File: config.mk
export PLATFORM = sky130hd
export DESIGN_NAME = cpu_bus_initiator_flat
export DESIGN_NICKNAME = d
export VERILOG_FILES = /design/src/rtl/cpu_bus_initiator_if.sv /design/src/rtl/cpu_bus_initiator.sv /design/src/flat_wrapper.sv
export SDC_FILE = /design/constraint.sdc
export NUM_CORES = 1
export LEC_CHECK = 0
export ABC_AREA = 1
export BUFFER_PORTS_ARGS = -buffer_cell sky130_fd_sc_hd__buf_2
export CELL_PAD_IN_SITES_DETAIL_PLACEMENT = 0
export CELL_PAD_IN_SITES_GLOBAL_PLACEMENT = 1
export CORE_UTILIZATION = 40
export DETAILED_ROUTE_END_ITERATION = 8
export MAX_ROUTING_LAYER = met4
export PLACE_DENSITY = 0.82
export SLEW_MARGIN = 10
export SYNTH_ARGS = -nofsm -noshare
export SYNTH_HDL_FRONTEND = slang
export SYNTH_SLANG_ARGS = --single-unit
File: constraint.sdc
create_clock -name clk -period 2.9 [get_ports clk]
set_input_delay 0.29 -clock clk [delete_from_list [all_inputs] [get_ports clk]]
set_output_delay 0.29 -clock clk [all_outputs]
set_load 0.005 [all_outputs]
File: src/rtl/cpu_bus_initiator_if.sv
// Request port and 65C816-style external bus, bundled for the initiator.
// Combinational bundle only; timing and backpressure belong to the initiator.
// The master side drives the bus and accepts requests. The slave side is the requester/responder.
interface cpu_bus_initiator_if;
    logic        req;
    logic        req_ready;
    logic [23:0] req_addr;
    logic        req_we;
    logic [7:0]  req_wdata;
    logic        req_vp;
    logic        done;
    logic [7:0]  rdata;
    logic        phi2;
    logic [15:0] ab;
    logic [7:0]  db_out;
    logic        db_oe;
    logic [7:0]  db_in;
    logic        rwb;
    logic        vda;
    logic        vpa;
    logic        rdy;

    modport master (
        input  req, req_addr, req_we, req_wdata, req_vp, db_in, rdy,
        output req_ready, done, rdata, phi2, ab, db_out, db_oe, rwb, vda, vpa
    );

    modport slave (
        output req, req_addr, req_we, req_wdata, req_vp, db_in, rdy,
        input  req_ready, done, rdata, phi2, ab, db_out, db_oe, rwb, vda, vpa
    );
endinterface

File: src/rtl/cpu_bus_initiator.sv
// Bus initiator: generates phi2 and runs one 65C816-style bus cycle per request.
// Latency: starts at the next phi2 falling edge; done follows 2*PHI_DIV clk later, plus that again per rdy-low stretch.
// Backpressure: one-entry pending slot, req_ready low while it is occupied; rdy low repeats the bus cycle.
module cpu_bus_initiator #(
    parameter int PHI_DIV = 2
) (
    input  logic                 clk,
    input  logic                 reset,
    cpu_bus_initiator_if.master  bus
);
    localparam int CW = (PHI_DIV > 1) ? $clog2(PHI_DIV) : 1;
    localparam logic [CW-1:0] CNT_LAST = CW'(PHI_DIV - 1);

    typedef enum logic {ST_IDLE, ST_ACTIVE} state_t;

    state_t      state_q, state_d;
    logic [CW-1:0] cnt_q, cnt_d;
    logic        phi2_q, phi2_d;

    logic        pending_q, pending_d;
    logic [23:0] pend_addr_q, pend_addr_d;
    logic        pend_we_q, pend_we_d;
    logic [7:0]  pend_wdata_q, pend_wdata_d;
    logic        pend_vp_q, pend_vp_d;

    logic [7:0]  cur_bank_q, cur_bank_d;
    logic        cur_we_q, cur_we_d;
    logic [7:0]  cur_wdata_q, cur_wdata_d;

    logic [15:0] ab_q, ab_d;
    logic [7:0]  db_out_q, db_out_d;
    logic        db_oe_q, db_oe_d;
    logic        rwb_q, rwb_d;
    logic        vda_q, vda_d;
    logic        vpa_q, vpa_d;
    logic        done_q, done_d;
    logic [7:0]  rdata_q, rdata_d;

    logic        cnt_last;
    logic        rise;
    logic        boundary;

    always_comb begin
        cnt_last = (cnt_q == CNT_LAST);
        rise     = cnt_last && !phi2_q;
        boundary = cnt_last && phi2_q;

        state_d      = state_q;
        cnt_d        = cnt_last ? '0 : cnt_q + CW'(1);
        phi2_d       = cnt_last ? ~phi2_q : phi2_q;
        pending_d    = pending_q;
        pend_addr_d  = pend_addr_q;
        pend_we_d    = pend_we_q;
        pend_wdata_d = pend_wdata_q;
        pend_vp_d    = pend_vp_q;
        cur_bank_d   = cur_bank_q;
        cur_we_d     = cur_we_q;
        cur_wdata_d  = cur_wdata_q;
        ab_d         = ab_q;
        db_out_d     = db_out_q;
        db_oe_d      = db_oe_q;
        rwb_d        = rwb_q;
        vda_d        = vda_q;
        vpa_d        = vpa_q;
        done_d       = 1'b0;
        rdata_d      = rdata_q;

        // A slot filled on a boundary edge is only seen at the following boundary.
        if (bus.req && !pending_q) begin
            pending_d    = 1'b1;
            pend_addr_d  = bus.req_addr;
            pend_we_d    = bus.req_we;
            pend_wdata_d = bus.req_wdata;
            pend_vp_d    = bus.req_vp;
        end

        if (boundary) begin
            if (state_q == ST_ACTIVE && bus.rdy) begin
                done_d = 1'b1;
                if (!cur_we_q) begin
                    rdata_d = bus.db_in;
                end
            end

            if (state_q == ST_ACTIVE && !bus.rdy) begin
                // Stretched cycle: address/control stay put, bank goes back on the bus.
                db_oe_d  = 1'b1;
                db_out_d = cur_bank_q;
            end else if (pending_q) begin
                state_d     = ST_ACTIVE;
                pending_d   = 1'b0;
                cur_bank_d  = pend_addr_q[23:16];
                cur_we_d    = pend_we_q;
                cur_wdata_d = pend_wdata_q;
                ab_d        = pend_addr_q[15:0];
                rwb_d       = ~pend_we_q;
                vda_d       = 1'b1;
                vpa_d       = pend_vp_q;
                db_oe_d     = 1'b1;
                db_out_d    = pend_addr_q[23:16];
            end else begin
                state_d = ST_IDLE;
                vda_d   = 1'b0;
                vpa_d   = 1'b0;
                rwb_d   = 1'b1;
                db_oe_d = 1'b0;
            end
        end else if (rise && state_q == ST_ACTIVE) begin
            db_oe_d = cur_we_q;
            if (cur_we_q) begin
                db_out_d = cur_wdata_q;
            end
        end
    end

    always_ff @(posedge clk or posedge reset) begin
        if (reset) begin
            state_q      <= ST_IDLE;
            cnt_q        <= '0;
            phi2_q       <= 1'b0;
            pending_q    <= 1'b0;
            pend_addr_q  <= '0;
            pend_we_q    <= 1'b0;
            pend_wdata_q <= '0;
            pend_vp_q    <= 1'b0;
            cur_bank_q   <= '0;
            cur_we_q     <= 1'b0;
            cur_wdata_q  <= '0;
            ab_q         <= '0;
            db_out_q     <= '0;
            db_oe_q      <= 1'b0;
            rwb_q        <= 1'b1;
            vda_q        <= 1'b0;
            vpa_q        <= 1'b0;
            done_q       <= 1'b0;
            rdata_q      <= '0;
        end else begin
            state_q      <= state_d;
            cnt_q        <= cnt_d;
            phi2_q       <= phi2_d;
            pending_q    <= pending_d;
            pend_addr_q  <= pend_addr_d;
            pend_we_q    <= pend_we_d;
            pend_wdata_q <= pend_wdata_d;
            pend_vp_q    <= pend_vp_d;
            cur_bank_q   <= cur_bank_d;
            cur_we_q     <= cur_we_d;
            cur_wdata_q  <= cur_wdata_d;
            ab_q         <= ab_d;
            db_out_q     <= db_out_d;
            db_oe_q      <= db_oe_d;
            rwb_q        <= rwb_d;
            vda_q        <= vda_d;
            vpa_q        <= vpa_d;
            done_q       <= done_d;
            rdata_q      <= rdata_d;
        end
    end

    assign bus.req_ready = ~pending_q;
    assign bus.done      = done_q;
    assign bus.rdata     = rdata_q;
    assign bus.phi2      = phi2_q;
    assign bus.ab        = ab_q;
    assign bus.db_out    = db_out_q;
    assign bus.db_oe     = db_oe_q;
    assign bus.rwb       = rwb_q;
    assign bus.vda       = vda_q;
    assign bus.vpa       = vpa_q;
endmodule

File: src/flat_wrapper.sv
// flat-port wrapper written by rule: the top's interface ports become plain ports
module cpu_bus_initiator_flat 
#(
    parameter int PHI_DIV = 2
)
  (clk, reset, bus_req, bus_req_addr, bus_req_we, bus_req_wdata, bus_req_vp, bus_db_in, bus_rdy, bus_req_ready, bus_done, bus_rdata, bus_phi2, bus_ab, bus_db_out, bus_db_oe, bus_rwb, bus_vda, bus_vpa);
  cpu_bus_initiator_if bus_i ();
  input  logic clk;
  input  logic reset;
  input wire logic [$bits(bus_i.req)-1:0] bus_req;
  input wire logic [$bits(bus_i.req_addr)-1:0] bus_req_addr;
  input wire logic [$bits(bus_i.req_we)-1:0] bus_req_we;
  input wire logic [$bits(bus_i.req_wdata)-1:0] bus_req_wdata;
  input wire logic [$bits(bus_i.req_vp)-1:0] bus_req_vp;
  input wire logic [$bits(bus_i.db_in)-1:0] bus_db_in;
  input wire logic [$bits(bus_i.rdy)-1:0] bus_rdy;
  output wire logic [$bits(bus_i.req_ready)-1:0] bus_req_ready;
  output wire logic [$bits(bus_i.done)-1:0] bus_done;
  output wire logic [$bits(bus_i.rdata)-1:0] bus_rdata;
  output wire logic [$bits(bus_i.phi2)-1:0] bus_phi2;
  output wire logic [$bits(bus_i.ab)-1:0] bus_ab;
  output wire logic [$bits(bus_i.db_out)-1:0] bus_db_out;
  output wire logic [$bits(bus_i.db_oe)-1:0] bus_db_oe;
  output wire logic [$bits(bus_i.rwb)-1:0] bus_rwb;
  output wire logic [$bits(bus_i.vda)-1:0] bus_vda;
  output wire logic [$bits(bus_i.vpa)-1:0] bus_vpa;
  assign bus_i.req = bus_req;
  assign bus_i.req_addr = bus_req_addr;
  assign bus_i.req_we = bus_req_we;
  assign bus_i.req_wdata = bus_req_wdata;
  assign bus_i.req_vp = bus_req_vp;
  assign bus_i.db_in = bus_db_in;
  assign bus_i.rdy = bus_rdy;
  assign bus_req_ready = bus_i.req_ready;
  assign bus_done = bus_i.done;
  assign bus_rdata = bus_i.rdata;
  assign bus_phi2 = bus_i.phi2;
  assign bus_ab = bus_i.ab;
  assign bus_db_out = bus_i.db_out;
  assign bus_db_oe = bus_i.db_oe;
  assign bus_rwb = bus_i.rwb;
  assign bus_vda = bus_i.vda;
  assign bus_vpa = bus_i.vpa;
  cpu_bus_initiator #(.PHI_DIV(PHI_DIV)) u_core (.clk(clk), .reset(reset), .bus(bus_i));
endmodule
# --- Yosys cells after proc, flatten, opt, wreduce, memory -nomap -nowiden ---
# Cells that the tools add are included.
word_totals:
  output_inout_bits: 39
  input_bits: 46
  regBits: 91
op_classes:
  bitwise_logic: 5
  mux: 18
  add_sub_neg: 1
  n_eq_ne: 1
  reduce_logical: 15
op_table:
  columns: ["cell", "n"]
  rows:
  - ["8-bit 2-to-1 mux", 5]
  - ["1-bit 2-to-1 mux", 13]
  - ["3-bit AND reduction", 3]
  - ["1-bit logical AND", 6]
  - ["1-bit NOT", 5]
  - ["2-bit nonzero test", 2]
  - ["1-bit zero test", 3]
  - ["3-bit by 2-bit != test with 1-bit output (second input constant)", 1]
  - ["2-bit AND reduction", 1]
  - ["1-bit adder (second input constant)", 1]

# --- Logic depth before layout (Yosys ltp) ---
# Gate-level depths: netlist of the first run.
depth:
  word_depth: 6
  depth_mapped: 8
  mapped_depth_nobuf: 7

# --- Least setup slack after synthesis of the first run ---
# OpenSTA, ideal clock, no wires.
synth_timing:
  kind: "flip-flop to flip-flop"
  startpoint: "register u_core.cnt_q, in the netlist u_core.cnt_last"
  endpoint: "register u_core.db_out_q[0], in the netlist u_core.bus.db_out[0]"
  path_slack_ps: 1654
  t_required_ps: 2784
  arrival_ps: 1129
  path_stages_with_launch: 8
  synth_period_minus_slack_ps: 1246
  setup_time_ps: 116
  path_cell_list: "dfrtp_1 nand2_2 buf_2 o21ai_0 nand2_2 inv_2 nand2_1 nand2_1"
synth_between:
  elab_chain_len: 4
  word_cells_on_any_way: 8
  classes_between: "eq/ne (1); mux (1); reduce/logical (6)"
synth_rtl:
  columns: ["element", "line", "text"]
  rows:
  - ["from (decl)", "cpu_bus_initiator.sv:17", "logic [CW-1:0] cnt_q, cnt_d;"]
  - ["from (signal assigned)", "cpu_bus_initiator.sv:139", "cnt_q <= cnt_d;"]
  - ["1-bit logical AND", "cpu_bus_initiator.sv:45", "rise = cnt_last && !phi2_q;"]
  - ["1-bit logical AND", "cpu_bus_initiator.sv:108", "end else if (rise && state_q == ST_ACTIVE) begin"]
  - ["2-bit nonzero test (no source line)", null, null]
  - ["3-bit AND reduction (no source line)", null, null]
  - ["to (signal assigned)", "cpu_bus_initiator.sv:150", "db_out_q <= db_out_d;"]
  - ["to (decl)", "cpu_bus_initiator.sv:31", "logic [7:0] db_out_q, db_out_d;"]
# Parallel ways exist; a longest one is shown, timed or not.
# A chain may end at the register's enable or synchronous reset.

# --- Worst setup path after layout of the first run ---
layout_timing:
  startpoint: "register u_core.state_q"
  endpoint: "register u_core.state_q"
layout_between:
  elab_chain_len: 3
layout_rtl:
  columns: ["element", "line", "text"]
  rows:
  - ["from (decl)", "cpu_bus_initiator.sv:16", "state_t state_q, state_d;"]
  - ["from (signal assigned)", "cpu_bus_initiator.sv:138", "state_q <= state_d;"]
  - ["1-bit logical AND", "cpu_bus_initiator.sv:85", "if (state_q == ST_ACTIVE && !bus.rdy) begin"]
  - ["1-bit NOT (no source line)", null, null]
  - ["2-bit AND reduction (no source line)", null, null]
# Every way passes these cells.

==> results.md, run 1 <==
- Via/cell ratio: 4.68
- N_diodes: 0
- Remaining global-route overflow: 0
- Pin count of the biggest net entering global routing: 51
- Post-DP HPWL: ~5100 um
- Total number of vias: 2777
- Num Clock Sinks: 91
- Crit Path Max Fanout: 50
- # IOs: 85
- Finished Layout Cells: 594
- Drc violations: 5
- 1st-pass router iterations: 6
- WP data required: 3090 ps
- Area Growth Syn to Fin: 17.4%
- Worst path arrival time: between 2000 and 2500 ps
- Crit. End Element: flip-flop
- Total Wirelength: 7430 um
- Fin crit share: 0.656
- Post-place setup slack: 1000 ps
- Final Worst Setup Slack: 997 ps
- Final-report setup violation count: 0
- Setup repair bufs after CTS: 0
- Failing checks: design-rule violations, negative hold slack
- Final hold violations: 5
- Nets@finish: 527
- Crit path time final: 1900 ps
- Port bufs: 84
- Placer Congestion: 0.869
- Slew Limit Fails: 0
- Hold Worst Slack: -6.89 ps
- Register bit count reported by yosys: 91
- CTS tree: done
- Worst slew pin tran: 720 ps
- Die area: 9690 um^2
- Switch Pwr: 0.000949 W
- Commonest non-fill, non-tap cells in the layout: 101 x nand2_1, 90 x dfrtp_1, 84 x buf_2
- Switching Fraction: 0.292
- Hold Crit Class: input pin to async pin
- Slew HR: 0.518
- Synth unique cells: 22
- Syn_area_per_cell: 9.27 um^2
- Total GRT Usage: 0.175
- Clk_lat worst skew: 350 ps
- Worst Skew: 8.17 ps
- Routed Antenna Nets: 0
- Placed cells: 578
- Setup TNS Final: 0 ps
- YS warnings: 0
- # fillers: 913
- Combinational fraction of design power: 0.214
- Clock transition at path regs: about 80 ps
- Cells after Synth: roughly 400
- DR iter-0 viols: 81
- Layout cells sized above 1: 0.261
- Clock Path Buffers: 2
- Die width: 98.4 um
- Highest Clock Rate: 526 MHz
- Worst setup path category: flip-flop to flip-flop
- Power Dens Cells: around 750 nW/um^2
- # Max-Cap Violations: 0
- Most common cell after layout, fill and taps aside: nand2_1
- Number of global-route vias before repair: 2764
- RSZ-0062 raised after global routing: false
- Sequential Power Share: 0.529
- Row cnt: 34
- Syn Nets: 447
- Power Internal: 0.00231 W
- Startpoint Class: flip-flop
- Core box area: 8850 um^2
- Die H: 98.4 um
- Leak pwr: 2.37 nW
- Antenna violations before repair: 0
- Post-synthesis cell area: ~3700 um^2
- Post-synthesis sequential area ratio: 0.613
- Starting density of the core: 0.420
- Root buf cell: clkbuf_8
- Wire per inst: about 13 um
- Hold_buf cts: 0
- Num CTS Buffers: 9
- Status: finished with violations
- Resized cells post-CTS: 0
- First-pass GRT wire length: 12800 um
- VDD IR max: around 0.00028 V
- Clock network fraction of total power: 0.257
- Htree depth: 3
[cells by family after synthesis]
group / share of synthesized area
AND/OR/NAND/NOR: 0.190
AO/OA/AOI/OAI: 0.103
buffers and inverters: 0.0888
multiplexers: 0.00606
flip-flops: 0.613
[layer usage]
layer  vias up  wire (um)  track usage
met5         -          0            -
met4         0        125       0.0758
met3         9        313       0.0312
met2        61       3520        0.277
met1      1294       3470        0.221
li1       1413          -            -
[critical path, cell delays in order, from the launching register on]
cell and delay, ps:
dfrtp_1 590, nand2_2 230, nand2_2 140, nor2_2 50, inv_2 530, o21ai_0 200
[final cells by class]
class / count / area [um^2] / area share
Clock buffer: 13 / 149 / 0.0341
Tap cell: 108 / 135 / 0.0310
Sequential cell: 91 / 2280 / 0.522
Multi-Input combinational cell: 241 / 1110 / 0.255
Clock inverter: 3 / 40.0 / 0.00917
Inverter: 51 / 194 / 0.0444
Timing Repair Buffer: 87 / 455 / 0.104
[power groups by stage]
stage | logic [W] | clock network [W] | registers, W
after floorplan | 0.000428 | 0 | 0.00173
after global routing | 0.000814 | 0.000919 | 0.00176
after global placement | 0.000689 | 0 | 0.00174
final | 0.000695 | 0.000837 | 0.00172
after detailed placement | 0.000710 | 0 | 0.00175
after CTS | 0.000713 | 0.000859 | 0.00173
[state kept, by name, summed over array words and instances (netlist names), 8 cells and up]
| register | flops |
|---|---|
| u_core.bus.rdata | 8 |
| u_core.cur_wdata_q | 8 |
| u_core.bus.db_out | 8 |
| u_core.pend_wdata_q | 8 |
| u_core.bus.ab | 16 |
| u_core.cur_bank_q | 8 |
| u_core.pend_addr_q | 24 |
[final timing paths]
path                                                  from                            endpoint  slack [ps]  cells after the start
max                             u_core.state_q$_DFFE_PP0N_          u_core.state_q$_DFFE_PP0N_        1000                      5
min                                                  reset    u_core.bus.db_out[1]$_DFFE_PP0P_          -7                      2
max reg2reg                     u_core.state_q$_DFFE_PP0N_          u_core.state_q$_DFFE_PP0N_        1000                      5
min reg2reg                u_core.bus.rdata[4]$_DFFE_PP0P_     u_core.bus.rdata[4]$_DFFE_PP0P_         470                      2
max in group asynchronous                            reset  u_core.pend_wdata_q[7]$_DFFE_PP0P_        2260                      3
min in group clk                                bus_req_we        u_core.pend_we_q$_DFFE_PP0P_         160                      2
[metrics by stage]
stage / hold slack [ps] / area, um^2 / total power, W / util
floorplan: 415 / 3720 / 0.00216 / -
global placement: 391 / 4180 / 0.00243 / 0.472
detailed placement: 402 / 4180 / 0.00246 / 0.472
CTS: 17.6 / 4360 / 0.00330 / 0.493
global route: 34.8 / 4360 / 0.00349 / 0.493
finish: -6.89 / 4360 / 0.00325 / 0.493
[synthesized netlist by cell type]
library cell / number / area, um^2
nand2_1: 102 / 383
nand2_4: 1 / 11.3
inv_1: 46 / 173
nor3_4: 1 / 16.3
o21ai_1: 18 / 90.1
nand3_1: 26 / 130
o21ai_0: 9 / 45.0
o21ai_2: 9 / 78.8
mux2_2: 2 / 22.5
inv_2: 5 / 18.8
nor2_1: 34 / 128
dfstp_2: 1 / 26.3
buf_6: 6 / 67.6
clkbuf_1: 3 / 11.3
nand2_2: 5 / 31.3
a21oi_1: 32 / 160
nor2_2: 1 / 6.26
o21a_1: 1 / 7.51
buf_4: 2 / 15.0
buf_8: 1 / 15.0
buf_2: 6 / 30.0
dfrtp_1: 90 / 2250
Note: power is estimated with default switching activity, not from simulation.
==> run 2, diff against run 1 <==
ABC_AREA = 0   (was 1)
CORE_UTILIZATION = 39   (was 40)
PLACE_DENSITY = 0.78   (was 0.82)
clock period = 1.7 ns   (was 2.9 ns; I/O delays follow)
==> results.md, run 2 <==
- Slew Limit Fails: 0
- Syn Nets: 283
- Worst path arrival time: 1850 ps
- Synth unique cells: 22
- Root buf cell: clkbuf_8
- Post-Place Cell Area: 4220 um^2
- Clock network fraction of total power: 0.261
- Pin count of the biggest net entering global routing: 34
- WHS Path Cells: 2
- Setup repair bufs after CTS: 0
- Max reg flops: 24
- Reg with most FFs: u_core.pend_addr_q
- Port bufs: 84
- Final-report setup violation count: 0
- FF+latch area: between 2000 and 2500 um^2
- Wire length on met1: 3000 um
- Area Growth Syn to Fin: 22.1%
- Hold Crit Class: input pin to flip-flop
- Nets@finish: ~380
- Die width: 98.4 um
- Die H: 98.4 um
- Combinational fraction of design power: 0.195
- Die area: 9670 um^2
- Multi-input gate area: roughly 1200 um^2
- Placer Congestion: 0.729
- Switch Pwr: 0.00141 W
- Power Dens Cells: between 1000 and 1500 nW/um^2
- Final hold violations: 0
- Dominant cell type by area after synthesis: dfrtp_1
- Total GRT Usage: 0.154
- Num CTS Buffers: 9
- Worst setup path category: flip-flop to flip-flop
- DR iter-0 viols: between 60 and 70
- Placed cells: approximately 430
- Crit Path Max Fanout: 16
- Starting density of the core: 0.409
- Setup TNS Final: 0 ps
- DR top layer: met4
- Crit. End Element: flip-flop
- Post-DP HPWL: 4620 um
- Row cnt: 34
- Worst Skew: 11.3 ps
- Crit path time final: 1610 ps
- Cells after Synth: between 200 and 250
- Startpoint Class: flip-flop
- Core box area: about 8800 um^2
- Finished Layout Cells: around 440
- # IOs: 85
- Number of flops mapped to enable cells by yosys: 0
- Number of global-route vias before repair: 2334
- Num Clock Sinks: 91
- Antenna violations before repair: 0
- Commonest non-fill, non-tap cells in the layout: 90 x dfrtp_1, 84 x buf_2, 83 x mux2_2
- Total number of vias: between 2000 and 2500
- Overall power: approximately 0.0055 W
- N_diodes: 0
- Wire length on met3: around 430 um
- Fin crit share: 0.948
- CTS tree: done
- Drc violations: 0
- Resized cells post-CTS: 0
- RSZ-0062 raised after global routing: false
- Power Internal: 0.00405 W
- Area contributors post-synth: dfrtp_1 62%, mux2_2 26%, mux2i_1 2.2%, buf_6 1.9%, o21ai_0 1.5%
- Clock Path Buffers: 2
- Post-synthesis cell area: 3620 um^2
- Hold Worst Slack: 44.1 ps
- Worst slew pin tran: about 440 ps
- Routed Antenna Nets: 0
- Reg2reg path depth: 5
- Clk_lat worst skew: 350 ps
- Syn_area_per_cell: between 15 and 20 um^2
- Switching Fraction: 0.257
- Slew HR: 0.705
- Htree depth: 3
- Remaining global-route overflow: 0
- Main synth FF type: dfrtp_1
- YS warnings: 0
- Highest Clock Rate: 621 MHz
- Clock transition at path regs: roughly 90 ps
- # Max-Cap Violations: 0
- Total Wirelength: ~6500 um
- Register bit count reported by yosys: 91
- # fillers: 817
- Ys async rst share: 1.00
- Leak pwr: 2.07 nW
- Met2 Wirelength: 3080 um
- 1st-pass router iterations: 6
- Post-synthesis sequential area ratio: 0.629
- Top cell types by occurrence after synthesis: 90 x dfrtp_1, 83 x mux2_2, 13 x nand2_1
- VDD IR max: 0.000803 V
- Count leader, synth: dfrtp_1
- Status: complete, no violations
- First-pass GRT wire length: 11100 um
- Via/cell ratio: roughly 4.7
- Wire per inst: between 10 and 15 um
- Layout cells sized above 1: 0.595
- Most common cell after layout, fill and taps aside: dfrtp_1
- Top cell type's share of synthesized area: 0.622
- Sequential Power Share: 0.544
- WP data required: 1930 ps
- Post-route cell area: 4420 um^2
==> run 2: cell types whose count changed after synthesis, sizes merged, moves of 24 or more <==
cell	previous run	this run
inv	51	3
a21oi	32	1
nand3	26	2
nor2	35	4
mux2	2	83
nand2	108	15
o21ai	36	11
==> run 2: path summary, 6_finish.rpt <==
check                      slack (ps)                                  to                         start
setup / recovery                   90   u_core.cur_wdata_q[5]$_DFFE_PP0P_     u_core.cnt_last$_DFF_PP0_
hold / removal                     40  u_core.pend_addr_q[15]$_DFFE_PP0P_              bus_req_addr[15]
setup reg to reg                   90   u_core.cur_wdata_q[5]$_DFFE_PP0P_     u_core.cnt_last$_DFF_PP0_
hold reg to reg                   460          u_core.bus.rwb$_DFFE_PP1N_  u_core.pend_we_q$_DFFE_PP0P_
max in group asynchronous         840     u_core.bus.rdata[3]$_DFFE_PP0P_                         reset
min in group asynchronous         380     u_core.bus.rdata[6]$_DFFE_PP0P_                         reset
==> run 2: cell families (layout without fill, tap and decap cells) <==
kind of cell	count (synthesis)	after routing	share of synthesized area
compound gates	15	15	0.0228
xor+xnor	1	1	0.00242
mux	91	91	0.280
buf+inv	15	114	0.0294
simple gates	24	24	0.0359
flops	91	91	0.629
==> run 2: final cells by class <==
| cell class | instances | area share |
|---|---|---|
| Inverter | 3 | 0.00340 |
| Clock buffer | 10 | 0.0289 |
| Tap cell | 108 | 0.0306 |
| Multi-Input combinational cell | 131 | 0.281 |
| Clock inverter | 6 | 0.0150 |
| Timing Repair Buffer | 95 | 0.126 |
| Sequential cell | 91 | 0.515 |
==> run 2: power groups by stage <==
stage	clock network, W	logic [W]	registers, W
2_1_floorplan	0	0.000665	0.00297
4_1_cts	0.00149	0.00109	0.00298
3_5_place_dp	0	0.00108	0.00303
3_3_place_gp	0	0.00105	0.00300
6_report	0.00143	0.00106	0.00297
5_1_grt	0.00156	0.00119	0.00304
==> run 2: critical path, cell delays in order (launching register included) <==
cell and delay (ps):
dfrtp_1 440, nand2_2 240, nor2_4 90, nand2_2 100, buf_4 260, mux2_2 370
==> run 2: stage by stage <==
| stage | worst slack [ps] | util |
|---|---|---|
| 6_report | 88.9 | 0.500 |
| 5_1_grt | 6.40 | 0.500 |
| 4_1_cts | 69.3 | 0.500 |
| 3_5_place_dp | 73.9 | 0.477 |
| 3_3_place_gp | 105 | 0.477 |
| 2_1_floorplan | 184 | - |
==> run 2: routing by layer <==
layer	vias to the layer above	GRT usage
li1	1011	-
met1	1026	0.182
met2	61	0.239
met3	2	0.0709
met4	0	0.0379
met5	-	-
==> run 2: timing repair <==
| item | in CTS | in global routing |
|---|---|---|
| endpoints found under the setup margin | 0 | 0 |
| hold buffers | 1 | 0 |
| hold endpoints to repair | 13 | 0 |
==> run 3, diff against run 2 <==
GPL_TIMING_DRIVEN = 0   (was default)
MAX_ROUTING_LAYER = default   (was met4)
==> results.md, run 3 (synthesized netlist as in run 2, its figures left out) <==
- Status: finished with violations
- Failing checks: design-rule violations
- N_diodes: 0
- Num CTS Buffers: 9
- Hold Worst Slack: 28.4 ps
- Crit. End Element: flip-flop
- Clock transition at path regs: approximately 90 ps
- Worst setup path category: flip-flop to flip-flop
- Drc violations: 1
- Area Growth Syn to Fin: 23.0%
- Startpoint Class: flip-flop
- First-pass GRT wire length: approximately 11000 um
- Commonest non-fill, non-tap cells in the layout: 90 x dfrtp_1, 85 x buf_2, 83 x mux2_2
- Post-place setup slack: -4.14 ps
- Port bufs: 84
- Die area: 9670 um^2
- Switch Pwr: 0.00144 W
- Clock network fraction of total power: 0.252
- Worst Skew: 9.18 ps
- CP peak stage delay: 370 ps
- Layout cells sized above 1: 0.601
- Pin count of the biggest net entering global routing: 35
- Delay-heaviest family, CP: buffers and inverters
- Starting density of the core: 0.409
- Final-report setup violation count: 0
- WP data required: between 1500 and 2000 ps
- Via/cell ratio: 4.86
- Routed Antenna Nets: 0
- Sequential Power Share: 0.548
- Post-Place Cell Area: 4220 um^2
- Crit path time final: around 1600 ps
- Switching Fraction: 0.266
- Worst path arrival time: 1860 ps
- Power Dens Cells: approximately 1200 nW/um^2
- CP Cell Sequence: clkbuf_1 -> nor2b_1 -> buf_2 -> buf_4 -> mux2_2
- # Max-Cap Violations: 0
- Post-DP HPWL: 4720 um
- Crit Path Max Fanout: 10
- VDD IR max: 0.000645 V
- Total Wirelength: 6770 um
- Power Internal: 0.00396 W
- Worst path slowest cell: dfrtp_1
- Row cnt: 34
- Combinational fraction of design power: 0.201
- DR iter-0 viols: 33
- Clock Path Buffers: 2
- Clk_lat worst skew: about 350 ps
- Max reg flops: 24
- Overall power: 0.00540 W
- Final core utilization: 0.503
- Slew HR: 0.590
- Reg with most FFs: u_core.pend_addr_q
- Final hold violations: 0
- 1st-pass router iterations: 8
- Total number of vias: around 2200
- Highest Clock Rate: about 620 MHz
- Post-route cell area: 4450 um^2
- Placer Congestion: approximately 0.70
- Antenna violations before repair: 0
- Slew Limit Fails: 0
- Fin crit share: 0.949
- Wire per inst: 15.0 um
- # IOs: 85
- Final Worst Setup Slack: 85.9 ps
- Root buf cell: clkbuf_8
- Die width: 98.4 um
- RSZ-0062 raised after global routing: true
- Worst slew pin tran: 613 ps
- Remaining global-route overflow: 0
- Nets@finish: 384
- Num Clock Sinks: 91
- Htree depth: 3
- Hold Crit Class: input pin to flip-flop
- Total GRT Usage: 0.154
- Die H: 98.4 um
- Most common cell after layout, fill and taps aside: dfrtp_1
- WP buf/inv: 3
- Core box area: 8850 um^2
- CTS tree: done
- Leak pwr: 2.08 nW
- Number of global-route vias before repair: approximately 2300
==> run 3: cell count changes in the layout (fill, tap and decap cells not counted), moves of 2 or more <==
cell / previous run / this run
clkinvlp_4: 1 / 3
buf_6: 0 / 8
buf_12: 4 / 2
buf_4: 6 / 4
clkinv_4: 3 / 1
inv_6: 0 / 2
==> run 3: metal layers <==
layer,GRT usage,wire length (um),vias up
met2,0.252,3290,68
li1,-,-,1032
met4,0.0379,50,0
met5,0,0,-
met3,0.0623,508,4
met1,0.190,2930,1088
==> run 3: final cells by class <==
class	instances	area (um^2)
Tap cell	108	135
Clock buffer	10	138
Timing Repair Buffer	90	493
Clock inverter	6	46.3
Multi-Input combinational cell	131	1240
Inverter	3	15.0
Sequential cell	91	2280
Buffer	12	111
Fill cell	823	4400
==> run 3: power groups by stage <==
stage / logic (W) / clock network [W] / registers, W
after floorplan: 0.000665 / 0 / 0.00297
after global placement: 0.00106 / 0 / 0.00298
after detailed placement: 0.00110 / 0 / 0.00301
after CTS: 0.00111 / 0.00143 / 0.00297
after global routing: 0.00121 / 0.00151 / 0.00304
final: 0.00108 / 0.00136 / 0.00296
==> run 3: final timing paths <==
path,from,endpoint,slack (ps),cells past startpoint
worst max-delay path,u_core.pending_q$_DFF_PP0_,u_core.pend_addr_q[11]$_DFFE_PP0P_,90,5
worst min-delay path,bus_req,u_core.pending_q$_DFF_PP0_,30,2
worst max register to register,u_core.pending_q$_DFF_PP0_,u_core.pend_addr_q[11]$_DFFE_PP0P_,90,5
worst min register to register,u_core.pend_we_q$_DFFE_PP0P_,u_core.bus.rwb$_DFFE_PP1N_,450,1
max in group asynchronous,reset,u_core.bus.rwb$_DFFE_PP1N_,650,4
min in group asynchronous,reset,u_core.state_q$_DFFE_PP0N_,440,3
==> run 3: timing repair <==
action,CTS,global route
resized for setup,2,6
hold endpoints to repair,24,0
hold buffers,1,0
gates cloned,0,0
buffers inserted,1,2
endpoints found under the setup margin,29,26
pin swaps,0,1
==> run 3: stage by stage <==
step,setup TNS (ps),instances
floorplan,0,237
global placement,-12250,429
detailed placement,-4.14,431
CTS,0,449
global route,-2.79,451
finish,0,451
